[src/rtl/nfc_cmd_queue_if.sv]
// Command-queue port bundle: register-file push side, channel command side,
// and the status/control lines reported back to the register file.
interface nfc_cmd_queue_if #(
    parameter int DEPTH = 8,
    parameter int OPC_W = 16,
    parameter int LBA_W = 48,
    parameter int LEN_W = 24
);
    localparam int CW = $clog2(DEPTH) + 1;

    logic             wr_valid;
    logic [OPC_W-1:0] wr_opc;
    logic [LBA_W-1:0] wr_lba;
    logic [LEN_W-1:0] wr_len;
    logic             wr_ready;

    logic             cmd_valid;
    logic             cmd_ready;
    logic [OPC_W-1:0] cmd_opc;
    logic [LBA_W-1:0] cmd_lba;
    logic [LEN_W-1:0] cmd_len;

    logic             flush;
    logic             clr_ovf;
    logic [CW-1:0]    q_count;
    logic             q_empty;
    logic             q_full;
    logic             ovf;
    logic [15:0]      issued_cnt;

    // Queue side
    modport slave (
        input  wr_valid, wr_opc, wr_lba, wr_len,
        output wr_ready,
        output cmd_valid, cmd_opc, cmd_lba, cmd_len,
        input  cmd_ready,
        input  flush, clr_ovf,
        output q_count, q_empty, q_full, ovf, issued_cnt
    );

    // Register-file / channel side
    modport master (
        output wr_valid, wr_opc, wr_lba, wr_len,
        input  wr_ready,
        input  cmd_valid, cmd_opc, cmd_lba, cmd_len,
        output cmd_ready,
        output flush, clr_ovf,
        input  q_count, q_empty, q_full, ovf, issued_cnt
    );
endinterface

[src/rtl/nfc_cmd_queue.sv]
// In-order NAND command FIFO between the register file and the channel
// controller, with sticky overflow and a wrapping issued-command counter.
module nfc_cmd_queue #(
    parameter int DEPTH = 8,
    parameter int OPC_W = 16,
    parameter int LBA_W = 48,
    parameter int LEN_W = 24
) (
    input  logic                  s_axil_aclk,
    input  logic                  s_axil_aresetn,
    nfc_cmd_queue_if.slave        q_if
);
    localparam int AW = $clog2(DEPTH);
    localparam int CW = AW + 1;
    localparam int EW = OPC_W + LBA_W + LEN_W;

    generate
        if (DEPTH < 2 || (DEPTH & (DEPTH - 1)) != 0) begin : g_bad_depth
            $error("nfc_cmd_queue: DEPTH must be a power of 2 and at least 2");
        end
    endgenerate

    logic [AW-1:0] wp_q, wp_d;
    logic [AW-1:0] rp_q, rp_d;
    logic [CW-1:0] cnt_q, cnt_d;
    logic          ovf_q, ovf_d;
    logic [15:0]   issued_q, issued_d;
    logic [EW-1:0] mem_q [DEPTH];

    logic          wr_ready;
    logic          cmd_valid;
    logic          push;
    logic          pop;
    logic          drop;
    logic          push_eff;
    logic          pop_eff;
    logic [EW-1:0] head;

    // Handshake readiness comes only from registered occupancy.
    assign wr_ready  = (cnt_q != CW'(DEPTH));
    assign cmd_valid = (cnt_q != '0);

    assign push     = q_if.wr_valid & wr_ready;
    assign pop      = cmd_valid & q_if.cmd_ready;
    assign drop     = q_if.wr_valid & ~wr_ready;
    assign push_eff = push & ~q_if.flush;
    assign pop_eff  = pop & ~q_if.flush;

    always_comb begin
        wp_d     = wp_q;
        rp_d     = rp_q;
        cnt_d    = cnt_q;
        ovf_d    = ovf_q;
        issued_d = issued_q;

        if (q_if.flush) begin
            wp_d  = '0;
            rp_d  = '0;
            cnt_d = '0;
        end else begin
            if (push_eff) begin
                wp_d = wp_q + 1'b1;
            end
            if (pop_eff) begin
                rp_d     = rp_q + 1'b1;
                issued_d = issued_q + 16'd1;
            end
            if (push_eff && !pop_eff) begin
                cnt_d = cnt_q + 1'b1;
            end else if (pop_eff && !push_eff) begin
                cnt_d = cnt_q - 1'b1;
            end
        end

        // A dropped push outranks a clear in the same cycle.
        if (drop) begin
            ovf_d = 1'b1;
        end else if (q_if.clr_ovf) begin
            ovf_d = 1'b0;
        end
    end

    always_ff @(posedge s_axil_aclk or negedge s_axil_aresetn) begin
        if (!s_axil_aresetn) begin
            wp_q     <= '0;
            rp_q     <= '0;
            cnt_q    <= '0;
            ovf_q    <= 1'b0;
            issued_q <= '0;
        end else begin
            wp_q     <= wp_d;
            rp_q     <= rp_d;
            cnt_q    <= cnt_d;
            ovf_q    <= ovf_d;
            issued_q <= issued_d;
        end
    end

    // Storage carries no reset; contents are only observed while cmd_valid=1.
    always_ff @(posedge s_axil_aclk) begin
        if (push_eff) begin
            mem_q[wp_q] <= {q_if.wr_opc, q_if.wr_lba, q_if.wr_len};
        end
    end

    assign head = mem_q[rp_q];

    assign q_if.wr_ready   = wr_ready;
    assign q_if.cmd_valid  = cmd_valid;
    assign q_if.cmd_opc    = head[EW-1 -: OPC_W];
    assign q_if.cmd_lba    = head[LBA_W+LEN_W-1 -: LBA_W];
    assign q_if.cmd_len    = head[LEN_W-1:0];
    assign q_if.q_count    = cnt_q;
    assign q_if.q_empty    = (cnt_q == '0);
    assign q_if.q_full     = (cnt_q == CW'(DEPTH));
    assign q_if.ovf        = ovf_q;
    assign q_if.issued_cnt = issued_q;
endmodule

[src/flat_wrapper.sv]
// flat-port wrapper written by rule: the top's interface ports become plain ports
module nfc_cmd_queue_flat 
#(
    parameter int DEPTH = 8,
    parameter int OPC_W = 16,
    parameter int LBA_W = 48,
    parameter int LEN_W = 24
)
  (s_axil_aclk, s_axil_aresetn, q_if_wr_valid, q_if_wr_opc, q_if_wr_lba, q_if_wr_len, q_if_wr_ready, q_if_cmd_valid, q_if_cmd_opc, q_if_cmd_lba, q_if_cmd_len, q_if_cmd_ready, q_if_flush, q_if_clr_ovf, q_if_q_count, q_if_q_empty, q_if_q_full, q_if_ovf, q_if_issued_cnt);
  nfc_cmd_queue_if #(.DEPTH(DEPTH), .OPC_W(OPC_W), .LBA_W(LBA_W), .LEN_W(LEN_W)) q_if_i ();
  input  logic s_axil_aclk;
  input  logic s_axil_aresetn;
  input wire logic [$bits(q_if_i.wr_valid)-1:0] q_if_wr_valid;
  input wire logic [$bits(q_if_i.wr_opc)-1:0] q_if_wr_opc;
  input wire logic [$bits(q_if_i.wr_lba)-1:0] q_if_wr_lba;
  input wire logic [$bits(q_if_i.wr_len)-1:0] q_if_wr_len;
  output wire logic [$bits(q_if_i.wr_ready)-1:0] q_if_wr_ready;
  output wire logic [$bits(q_if_i.cmd_valid)-1:0] q_if_cmd_valid;
  output wire logic [$bits(q_if_i.cmd_opc)-1:0] q_if_cmd_opc;
  output wire logic [$bits(q_if_i.cmd_lba)-1:0] q_if_cmd_lba;
  output wire logic [$bits(q_if_i.cmd_len)-1:0] q_if_cmd_len;
  input wire logic [$bits(q_if_i.cmd_ready)-1:0] q_if_cmd_ready;
  input wire logic [$bits(q_if_i.flush)-1:0] q_if_flush;
  input wire logic [$bits(q_if_i.clr_ovf)-1:0] q_if_clr_ovf;
  output wire logic [$bits(q_if_i.q_count)-1:0] q_if_q_count;
  output wire logic [$bits(q_if_i.q_empty)-1:0] q_if_q_empty;
  output wire logic [$bits(q_if_i.q_full)-1:0] q_if_q_full;
  output wire logic [$bits(q_if_i.ovf)-1:0] q_if_ovf;
  output wire logic [$bits(q_if_i.issued_cnt)-1:0] q_if_issued_cnt;
  assign q_if_i.wr_valid = q_if_wr_valid;
  assign q_if_i.wr_opc = q_if_wr_opc;
  assign q_if_i.wr_lba = q_if_wr_lba;
  assign q_if_i.wr_len = q_if_wr_len;
  assign q_if_wr_ready = q_if_i.wr_ready;
  assign q_if_cmd_valid = q_if_i.cmd_valid;
  assign q_if_cmd_opc = q_if_i.cmd_opc;
  assign q_if_cmd_lba = q_if_i.cmd_lba;
  assign q_if_cmd_len = q_if_i.cmd_len;
  assign q_if_i.cmd_ready = q_if_cmd_ready;
  assign q_if_i.flush = q_if_flush;
  assign q_if_i.clr_ovf = q_if_clr_ovf;
  assign q_if_q_count = q_if_i.q_count;
  assign q_if_q_empty = q_if_i.q_empty;
  assign q_if_q_full = q_if_i.q_full;
  assign q_if_ovf = q_if_i.ovf;
  assign q_if_issued_cnt = q_if_i.issued_cnt;
  nfc_cmd_queue #(.DEPTH(DEPTH), .OPC_W(OPC_W), .LBA_W(LBA_W), .LEN_W(LEN_W)) u_core (.s_axil_aclk(s_axil_aclk), .s_axil_aresetn(s_axil_aresetn), .q_if(q_if_i));
endmodule
[config.mk]
export PLATFORM = sky130hd
export DESIGN_NAME = nfc_cmd_queue_flat
export DESIGN_NICKNAME = d
export VERILOG_FILES = /design/src/rtl/nfc_cmd_queue_if.sv /design/src/rtl/nfc_cmd_queue.sv /design/src/flat_wrapper.sv
export SDC_FILE = /design/constraint.sdc
export NUM_CORES = 1
export LEC_CHECK = 0
export CORE_MARGIN = 3
export CORE_UTILIZATION = 50
export DETAILED_ROUTE_END_ITERATION = 8
export PLACE_DENSITY = 0.84
export SYNTH_ARGS = -nofsm -noshare
export SYNTH_HDL_FRONTEND = slang
export SYNTH_SLANG_ARGS = --single-unit
[constraint.sdc]
create_clock -name s_axil_aclk -period 7.04 [get_ports s_axil_aclk]
set_input_delay 0.704 -clock s_axil_aclk [delete_from_list [all_inputs] [get_ports s_axil_aclk]]
set_output_delay 0.704 -clock s_axil_aclk [all_outputs]
set_load 0.005 [all_outputs]
* Word-level counts from Yosys, hierarchy flattened
Memory sizes are Yosys's and may differ from the RTL's.
Index checks and enable logic that the tools add are counted.
** Cells by class
- Bitwise operators :: 7
- Shift operators :: 0
- Magnitude comparators :: 0
- Mux-type cells :: 11
- Equality and inequality tests :: 2
- Add/subtract/negate cells :: 5
- Multipliers :: 0
- Reductions and logical operators :: 11
- Divide/modulo/power cells :: 0
** Operators by type and width (count)
- adder 16 x 1 -> 16 bit (second input constant) :: 1
- two-way mux 3 bit :: 4
- two-way mux 4 bit :: 3
- adder 3 x 1 -> 3 bit (second input constant) :: 2
- nonzero test 2 bit :: 3
- bitwise AND 1 bit :: 5
- adder 4 x 1 -> 4 bit (second input constant) :: 1
- equality test 4 bit (second input constant) :: 1
- zero test 4 bit :: 1
- two-way mux 1 bit :: 4
- != test 4 bit (second input constant) :: 1
- nonzero test 4 bit :: 1
- subtractor 4 x 1 -> 4 bit (second input constant) :: 1
- nonzero test 3 bit :: 1
- logical AND 1 bit :: 2
- zero test 1 bit :: 2
- NOT 1 bit :: 2
- AND reduction 2 bit :: 1
** Storage, ports and cells
- Input bits :: 94
- Memories kept :: 1
- Flip-flop bits (word level) :: 27
- Word-level logic and storage cells :: 42
- ROM bits :: 0
- Output and inout bits :: 113
- Memory bits (writable) :: 704
- Latch bits :: 0
** Memories
- u_core.mem_q :: words 8, bits a word 88, rd ports 1, clocked after memory_dff 0, wr ports 1, line nfc_cmd_queue.sv:28 : logic [EW-1:0] mem_q [DEPTH];

* Logic depth before layout (Yosys ltp)
Gate-level depths: netlist of the first run.
- Word-level depth :: 8
- Depth in mapped cells :: 9
- Gate-level depth less buffers :: 8

* Least setup slack after synthesis of the first run
OpenSTA, ideal clock, no wires.
- Kind :: input to register
- From :: input q_if_wr_valid
- To :: memory u_core.mem_q[0][0] (netlist bit), enable pin
- Setup time :: 642 ps
- Stages :: 4
- Path buffers :: 1
- Setup slack :: -916 ps
- Arrival time :: 7314 ps
- Data required time :: 6398 ps
- Cells stage by stage :: buf_2 -> nand2_1 -> or3_1 -> nor3_1
** On the way
- Word-level cells in the longest chain between the ends :: 4
** Ends and longest elaborated chain
- from (decl) :: line flat_wrapper.sv:13 : input wire logic [$bits(q_if_i.wr_valid)-1:0] q_if_wr_valid;
- bitwise AND 1 bit :: line nfc_cmd_queue.sv:43 : assign push = q_if.wr_valid & wr_ready;
- bitwise AND 1 bit :: line nfc_cmd_queue.sv:46 : assign push_eff = push & ~q_if.flush;
- two-way mux 1 bit :: line nfc_cmd_queue.sv:101 : if (push_eff) begin
- two-way mux 1 bit (not written as such) :: line nfc_cmd_queue.sv:102 : mem_q[wp_q] <= {q_if.wr_opc, q_if.wr_lba, q_if.wr_len};
- to (decl) :: line nfc_cmd_queue.sv:28
No other way between the ends.

* Final worst setup path of the first run
- From :: register u_core.rp_q[2]
- To :: output q_if_cmd_opc[6]
** On the way
- Word-level cells in the longest chain between the ends :: 1
** Ends and longest elaborated chain
- from (decl) :: line nfc_cmd_queue.sv:24 : logic [AW-1:0] rp_q, rp_d;
- from (signal assigned) :: line nfc_cmd_queue.sv:92 : rp_q <= rp_d;
- memory (8 x 88 bit)
- to (decl) :: line flat_wrapper.sv:19 : output wire logic [$bits(q_if_i.cmd_opc)-1:0] q_if_cmd_opc;
No other way between the ends.

==> reports/metrics.cfg, run 1 <==
[layout]
fin_nets=1506
fillers=3652
final_area_um2=33200
final_cells=2206
area.growth.synth_to_final_pct=19.4
drive_above_1_share=0.280

[power]
intPower_w=0.00865
leakagePower_nw=10.3
comb_power_share=0.227
power_frac_seq=0.440
power_switching_w=0.00275
clkPwrFrac=0.333
irDropWorstVdd_uv=372
switching_share=0.241
power_density_nw_per_um2=343

[place]
place_congestion=0.706
post_dp_cell_area_um2=30800
hpwl_mm=28.4
place_ws_ns=3.02
placedCellCount=2069
io_buffers=206

[clock_tree]
cts_resized=0
post_cts_buffers=0
htreeDepth=3
clk_latency_ns=0.61
cts_tree=yes
cts-root-buf=clkbuf_16
cts-buffers-inserted=74
cts_num_sinks=731
cts_buffer_depth=3
hold_buffers=0
clk_pin_slew_ns=0.06

[sta]
hold_viol_final=0
rsz0062_at_grt=false
period_share=0.569
worst_slack_ns=3.03
max_slew_margin=0.210
timing.fmax_mhz=250
fin_setup_tns_ns=0
maxSlewViolCount=0
period_needed_ns=4.01
clock_skew_ns=0.00892
finalSetupViolCount=0
worstMarginPinSlew_ns=1.18

[synthesis]
synthCells=1158
syn_avg_cell_area_um2=24.0
synth_seq_area_share=0.785
synth_warnings=0
synthesis.nets=1258
yosysTopAreaCell=edfxtp_1
ys_seq_elements=731
yosysTopAreaCellShare=0.760
synthTopCellsByArea=edfxtp_1, mux4_2, mux2_2
synth_cell_types=42
synth_area_um2=27800

[setup_path]
worstSetupStartpointType=register
worstSetupEndpointType=primary output
r2r.worst_path.cells=4
critPathArrivalTime_ns=3.30
reg2reg_slack_ns=3.68
worstPathMaxFanout=49
timing.rr.start=u_core.q_if.q_count[1]$_DFFE_PN0P_
worst-setup-path-type=register to primary output
r2r-end=u_core.mem_q[7][86]$_DFFE_PP_
worstSetupStartpoint=u_core.rp_q[2]$_DFFE_PN0P_
cp_data_required_time_ns=6.34

[hold_path]
min_path_type=input port to async pin

[floorplanning]
initial_utilization=0.511
ios=207
coreArea_um2=54500
dieHeight_um=242
fp.dieW_um=242
dieArea_um2=58500
fp-row-count=85

[routing]
routed_wl_mm=55.5
vias=12800
vias_per_cell=5.78
first_pass_iters=5
drt_iter0_drc=1017
antenna_left=0
routedWlPerCell_um=25.1
drc=0

[global_routing]
grt_overflow=0
grt_pass1_wl_mm=85.7
antenna_found_initial=2
grtUsageTotal=0.193
grt_pass1_vias=13600
grt_max_degree=179

[flow_run]
maxCapViolations=0

[run_status]
status=complete, no violations

## final cells by class
type | count | area (µm²) | area share
Antenna cell | 2 | 5.00 | 0.000151
Clock buffer | 89 | 1930 | 0.0581
Clock inverter | 46 | 439 | 0.0132
Inverter | 8 | 30.0 | 0.000905
Multi-Input combinational cell | 366 | 5760 | 0.174
Sequential cell | 731 | 21800 | 0.658
Tap cell | 739 | 925 | 0.0279
Timing Repair Buffer | 225 | 2280 | 0.0687
## through the flow
| stage | power (W) | hold slack [ns] | util |
|---|---|---|---|
| 6_report | 0.0114 | 0.475 | 0.610 |
| 3_3_place_gp | 0.00767 | 0.460 | 0.566 |
| 4_1_cts | 0.0115 | 0.452 | 0.610 |
| 2_1_floorplan | 0.00672 | 0.408 | - |
| 3_5_place_dp | 0.00772 | 0.496 | 0.566 |
| 5_1_grt | 0.0119 | 0.508 | 0.610 |
## Yosys cell counts
master and count:
clkbuf_1 20, o21ai_0 1, o41a_2 1, nand3_1 9, ha_1 5, mux2_2 89
a21oi_1 2, o2111ai_1 1, and3_1 3, nor4_4 1, mux4_2 176, nand2b_1 4
xor2_1 6, dfrtp_1 27, mux2i_1 3, a31oi_1 1, nor4b_4 1, nand2_1 10
buf_4 10, xnor2_1 15, nand4_1 4, or2_2 1, edfxtp_1 704, o21a_1 1
buf_2 14, and2_1 1, nor4_1 1, fa_1 1, o221ai_2 1, a211o_2 1
buf_6 2, or4b_1 1, nand4b_1 1, nor2_1 14, inv_1 8, buf_1 7
o211ai_1 1, and4_1 1, or3_1 2, nor3_1 5, o311ai_0 1, o22ai_1 1
## cells by family after synthesis
logic type / count (synthesis) / share of synthesized area
DFF: 731 / 0.785
muxes: 268 / 0.180
buffers and inverters: 61 / 0.0108
and+or+nand+nor: 59 / 0.0120
xor gates and xnor gates: 21 / 0.00661
AOI/OAI and AO/OA: 12 / 0.00351
adders and majority gates: 6 / 0.00297
## critical path, cell delays in order, from the launching register on
cell             delay (ns)
dfrtp_4                0.98
buf_4                  0.74
mux2_2                 0.41
clkdlybuf4s50_1        0.52
## how the worst max path moves through the flow
stage | slack, ns | to
detailed placement | 3.02 | u_core.mem_q[7][13]$_DFFE_PP_
global placement | 3.07 | u_core.mem_q[7][86]$_DFFE_PP_
global route | 2.88 | q_if_cmd_lba[38]
finish | 3.03 | q_if_cmd_opc[6]
floorplan | 1.46 | u_core.mem_q[2][0]$_DFFE_PP_
CTS | 2.95 | q_if_cmd_lba[38]
## routing by layer
layer  global-route usage  wire length, µm  vias to the layer above
met4               0.0585             1080                        0
met1                0.268            23200                     6824
li1                     -                -                     5410
met5                    0                0                        -
met3               0.0467             3520                       76
met2                0.308            27700                      444
## power by group through the flow
stage                     sequential (W)  clock [W]  combinational (W)
final                            0.00501    0.00380            0.00258
after global routing             0.00503    0.00406            0.00280
after CTS                        0.00501    0.00388            0.00265
after detailed placement         0.00510          0            0.00262
after global placement           0.00509          0            0.00258
after floorplan                  0.00508          0            0.00163
## placed cells by master, fill, tap and decap left out, drive strengths merged, types with 9 or more instances in the layout
master         netlist  final
inv                  8     14
nand3                9      9
clkinv               0     24
edfxtp             704    704
mux4               176    176
nor2                14     14
clkdlybuf4s50        0    206
dfrtp               27     27
buf                 33     19
xnor2               15     15
clkbuf              20     89
mux2                89     89
clkinvlp             0     10
nand2               10     10
## state kept, by name (all words and copies together) (netlist names)
signal	count
u_core.mem_q	704
u_core.q_if.issued_cnt	16
u_core.q_if.ovf	1
u_core.q_if.q_count	4
u_core.rp_q	3
u_core.wp_q	3
(Power assumes the default switching activity.)
==> run 2: changes to the inputs <==
==> constraint.sdc (replaced) <==
create_clock -name s_axil_aclk -period 3.25 [get_ports s_axil_aclk]
set_input_delay 0.325 -clock s_axil_aclk [delete_from_list [all_inputs] [get_ports s_axil_aclk]]
set_output_delay 0.325 -clock s_axil_aclk [all_outputs]
set_load 0.005 [all_outputs]
==> run 2 against run 1 <==
Cell count increased by 1.2%. Non-clock buffer count increased by 30. Flip-flop and latch count unchanged. Highest routed layer is now met5. Worst setup slack got worse by 2.9 ns.
==> reports/metrics.cfg, run 2 (synthesis results as in run 1) <==
[layout]
fillers=3668
final_cell_mix=edfxtp_1, clkdlybuf4s50_1, mux4_2, mux2_2, clkbuf_16
largest_reg_flops=704
fin_nets=1537
area.growth.synth_to_final_pct=21.3
drive_above_1_share=0.289
final_common_cell=edfxtp_1
top_register=u_core.mem_q
utilization=0.620

[routing]
first_pass_iters=5
drc=0
top_layer=met5
antenna_left=0
drt_iter0_drc=1004
routed_wl_mm=55.5
vias_per_cell=5.71
wl_met3_mm=3.38
wl_met1_mm=22.3
wl_met2_mm=28.7
vias=12800
routedWlPerCell_um=24.9

[sta]
hold_slack_ns=0.261
hold_viol_final=0
clock_skew_ns=0.0199
worstMarginPinSlew_ns=0.934
period_needed_ns=3.14
rsz0062_at_grt=false
maxSlewViolCount=0
period_share=0.966
timing.fmax_mhz=318
max_slew_margin=0.375
finalSetupViolCount=0

[clock_tree]
cts_tree=yes
cts-root-buf=clkbuf_16
cts_buffer_depth=3
htreeDepth=3
hold_buffers=0
clk_latency_ns=0.60
clk_pin_slew_ns=0.06
cts_num_sinks=731
cts-buffers-inserted=75

[floorplanning]
fp-row-count=85
initial_utilization=0.511
coreArea_um2=54500
ios=207
dieArea_um2=58500
dieHeight_um=242
fp.dieW_um=242

[place]
io_buffers=206
hpwl_mm=31.6
place_congestion=0.716

[power]
irDropWorstVdd_uv=500
leakagePower_nw=10.6
power_density_nw_per_um2=739

[global_routing]
grt_pass1_wl_mm=85.8
grt_pass1_vias=13700
grt_overflow=0
grtUsageTotal=0.194
grt_max_degree=62
antenna_found_initial=3

[setup_path]
cp_data_required_time_ns=2.92
worst-setup-path-type=register to primary output
critPathArrivalTime_ns=2.82
worstSetupEndpointType=primary output
r2r.worst_path.cells=8
worstPathMaxFanout=61
worstSetupStartpointType=register

[run_status]
status=complete, no violations

[hold_path]
min_path_type=input port to async pin

[flow_run]
maxCapViolations=0

## run 2: worst max-delay path: stages (launching register included)
cell and delay, ns:
dfrtp_4 0.65, buf_16 0.35, mux4_2 0.37, mux2_2 0.28, clkdlybuf4s50_1 0.52
## run 2: final cells by class
| class | count | area [µm²] | area share |
|---|---|---|---|
| flip-flops and latches | 731 | 21800 | 0.647 |
| multi-input cells | 366 | 5770 | 0.171 |
| repair buffers | 255 | 2830 | 0.0838 |
| clock buffers | 92 | 1990 | 0.0591 |
| well taps | 739 | 925 | 0.0274 |
| clock inverters | 39 | 360 | 0.0107 |
| inverters | 8 | 30.0 | 0.000890 |
| diodes | 2 | 5.00 | 0.000148 |
## run 2: power by group
part | internal, W | switching, W | total, W
Sequential | 0.0107 | 0.000210 | 0.0109
Clock | 0.00490 | 0.00335 | 0.00825
Combinational | 0.00350 | 0.00231 | 0.00581
## run 2: stage by stage
step	instances	setup slack, ns	instance area, µm²	TNS [ns]	total power (W)
2_1_floorplan	1158	-0.642	27900	-354.61	0.0145
3_5_place_dp	2096	0.451	31300	0	0.0169
4_1_cts	2230	0.0258	33700	0	0.0253
6_report	2232	0.110	33700	0	0.0250
3_3_place_gp	2096	0.500	31300	0	0.0168
5_1_grt	2231	0.00270	33700	0	0.0260
## run 2: worst paths after layout
kind	slack (ns)	startpoint	to
setup / recovery	0.11	u_core.rp_q[1]$_DFFE_PN0P_	q_if_cmd_lba[41]
hold / removal	0.26	s_axil_aresetn	u_core.wp_q[2]$_DFFE_PN0P_
setup reg to reg	0.59	u_core.q_if.q_count[1]$_DFFE_PN0P_	u_core.q_if.q_count[3]$_DFFE_PN0P_
hold reg to reg	0.48	u_core.q_if.issued_cnt[15]$_DFFE_PN0P_	u_core.q_if.issued_cnt[15]$_DFFE_PN0P_
max in group asynchronous	2.30	s_axil_aresetn	u_core.rp_q[2]$_DFFE_PN0P_
min in group s_axil_aclk	0.34	q_if_clr_ovf	u_core.q_if.ovf$_DFFE_PN0P_
## run 2: what timing repair did
| item | 4_1_cts | 5_1_grt |
|---|---|---|
| buffers inserted | 3 | 0 |
| gates resized for setup | 1 | 1 |
| setup endpoints to repair | 58 | 3 |
## run 2: routing by layer
metal,vias up,GRT usage
met5,-,0
met4,2,0.0594
met3,77,0.0425
met2,407,0.325
met1,6788,0.257
li1,5477,-
==> run 3: changes to the inputs <==
--- a/config.mk
+++ b/config.mk
@@ -8,7 +8,9 @@
 export CORE_MARGIN = 3
 export CORE_UTILIZATION = 50
 export DETAILED_ROUTE_END_ITERATION = 8
-export PLACE_DENSITY = 0.84
+export GPL_TIMING_DRIVEN = 0
+export HOLD_SLACK_MARGIN = 0.03
+export PLACE_DENSITY = 0.79
 export SYNTH_ARGS = -nofsm -noshare
 export SYNTH_HDL_FRONTEND = slang
 export SYNTH_SLANG_ARGS = --single-unit
==> run 3 against run 2 <==
Register-to-register slack got worse by 0.34 ns. Non-clock buffer count up 38. Combinational power grew 9.5%. Clock power shrank 5.0%. Clock skew decreased by 0.0011 ns. Critical path type unchanged.
==> reports/metrics.cfg, run 3 (synthesis results as in run 1) <==
[setup_path]
worstPathMaxFanout=10
crit_path_cell_trace=buf_6 -> clkbuf_16 -> buf_12 -> mux4_2 -> mux2_2 -> clkdlybuf4s50_1
cp_data_required_time_ns=2.92
critical_path.max_stage_delay_ns=0.53
path_delay_family=buffers and inverters
critPathBufInv=4
worstSetupEndpointType=primary output
worstSetupStartpointType=register
worst-setup-path-type=register to primary output
cp_slowest_cell=clkdlybuf4s50_1
critPathArrivalTime_ns=2.84

[clock_tree]
cts_buffer_depth=3
htreeDepth=3
cts-root-buf=clkbuf_16
cts_tree=yes
post_cts_buffers=0
clk_pin_slew_ns=0.06
cts_num_sinks=731
cts-buffers-inserted=75
clk_latency_ns=0.61

[global_routing]
antenna_found_initial=6
grt_max_degree=28
grt_pass1_wl_mm=88.3
grt_overflow=0
grtUsageTotal=0.202
grt_pass1_vias=13800

[sta]
period_needed_ns=3.17
finalSetupViolCount=0
hold_viol_final=0
maxSlewViolCount=0
max_slew_margin=0.360
worstMarginPinSlew_ns=0.958
period_share=0.975
clock_skew_ns=0.0189
timing.fmax_mhz=316

[place]
io_buffers=205
place_congestion=0.744
hpwl_mm=36.9
post_dp_cell_area_um2=31600

[run_status]
status=complete, no violations

[layout]
area.growth.synth_to_final_pct=22.8
utilization=0.627
largest_reg_flops=704
fin_nets=1575
multi_input_area_um2=5770
seq_area_um2=21800
final_common_cell=edfxtp_1
top_register=u_core.mem_q
final_area_um2=34200
final_cell_mix=edfxtp_1, clkdlybuf4s50_1, mux4_2, mux2_2, clkbuf_16
drive_above_1_share=0.301
fillers=3634

[floorplanning]
fp-row-count=85
dieHeight_um=242
initial_utilization=0.511
coreArea_um2=54500
fp.dieW_um=242
dieArea_um2=58500
ios=207

[power]
clkPwrFrac=0.313
comb_power_share=0.254
power_frac_seq=0.433
leakagePower_nw=10.8
switching_share=0.246
power_density_nw_per_um2=733
intPower_w=0.0189
irDropWorstVdd_uv=478
power_switching_w=0.00616

[routing]
antenna_left=0
vias_per_cell=5.73
drc=0
routedWlPerCell_um=25.8
drt_iter0_drc=1063
first_pass_iters=5
vias=13000
routed_wl_mm=58.7

[hold_path]
min_path_type=input port to register

[flow_run]
maxCapViolations=0

[run 3: what timing repair did]
action,CTS,global route
setup endpoints to repair,88,69
gates resized for setup,70,22
cloned,0,1
hold endpoints to repair,0,27
hold buffers,0,1
[run 3: through the flow]
| step | total power [W] | hold WS (ns) | setup WS (ns) | instances | TNS [ns] |
|---|---|---|---|---|---|
| floorplan | 0.0145 | 0.0294 | -0.642 | 1158 | -354.61 |
| global placement | 0.0169 | 0.459 | -3.08 | 2102 | -1875.30 |
| detailed placement | 0.0171 | 0.484 | -0.0287 | 2136 | -0.112 |
| CTS | 0.0252 | 0.0699 | -0.00202 | 2266 | -0.00619 |
| global route | 0.0261 | 0.118 | -0.0200 | 2269 | -0.200 |
| finish | 0.0250 | 0.106 | 0.0813 | 2271 | 0 |
[run 3: path summary, 6_finish.rpt]
| path | depth (start not counted) | endpoint | slack, ns | startpoint |
|---|---|---|---|---|
| setup / recovery | 6 | q_if_cmd_len[13] | 0.08 | u_core.rp_q[0]$_DFFE_PN0P_ |
| max in group asynchronous | 2 | u_core.rp_q[2]$_DFFE_PN0P_ | 2.47 | s_axil_aresetn |
| setup reg to reg | 7 | u_core.mem_q[1][42]$_DFFE_PP_ | 0.25 | u_core.q_if.q_count[3]$_DFFE_PN0P_ |
| min in group asynchronous | 2 | u_core.q_if.issued_cnt[7]$_DFFE_PN0P_ | 0.31 | s_axil_aresetn |
| hold reg to reg | 1 | u_core.q_if.issued_cnt[15]$_DFFE_PN0P_ | 0.49 | u_core.q_if.issued_cnt[15]$_DFFE_PN0P_ |
| hold / removal | 3 | u_core.q_if.q_count[3]$_DFFE_PN0P_ | 0.11 | q_if_wr_valid |
[run 3: layout make-up]
class                           count  share of cell area
Antenna cell                        3            0.000220
Buffer                             52              0.0151
Clock buffer                       92              0.0574
Clock inverter                     39             0.00791
Inverter                            8            0.000879
Multi-Input combinational cell    366               0.169
Sequential cell                   731               0.639
Tap cell                          739              0.0271
Timing Repair Buffer              241              0.0836
[run 3: layer usage]
layer	GRT usage	vias up	wire length [µm]
li1	-	5568	-
met1	0.273	6957	24200
met2	0.334	380	29800
met3	0.0466	102	3370
met4	0.0580	4	1240
met5	0	-	29
[run 3: power groups by stage]
stage | registers [W] | clock network [W] | logic [W]
5_1_grt | 0.0109 | 0.00837 | 0.00683
3_5_place_dp | 0.0110 | 0 | 0.00611
3_3_place_gp | 0.0110 | 0 | 0.00589
2_1_floorplan | 0.0110 | 0 | 0.00355
6_report | 0.0108 | 0.00784 | 0.00636
4_1_cts | 0.0108 | 0.00803 | 0.00638
[run 3: worst register-to-register path, cell delays in order (launching register included)]
cell and delay [ns]:
dfrtp_1 0.45, or4b_1 0.21, buf_6 0.13, nand4b_1 0.41
nor3_4 0.88, buf_16 0.25, buf_16 0.18, buf_16 0.17
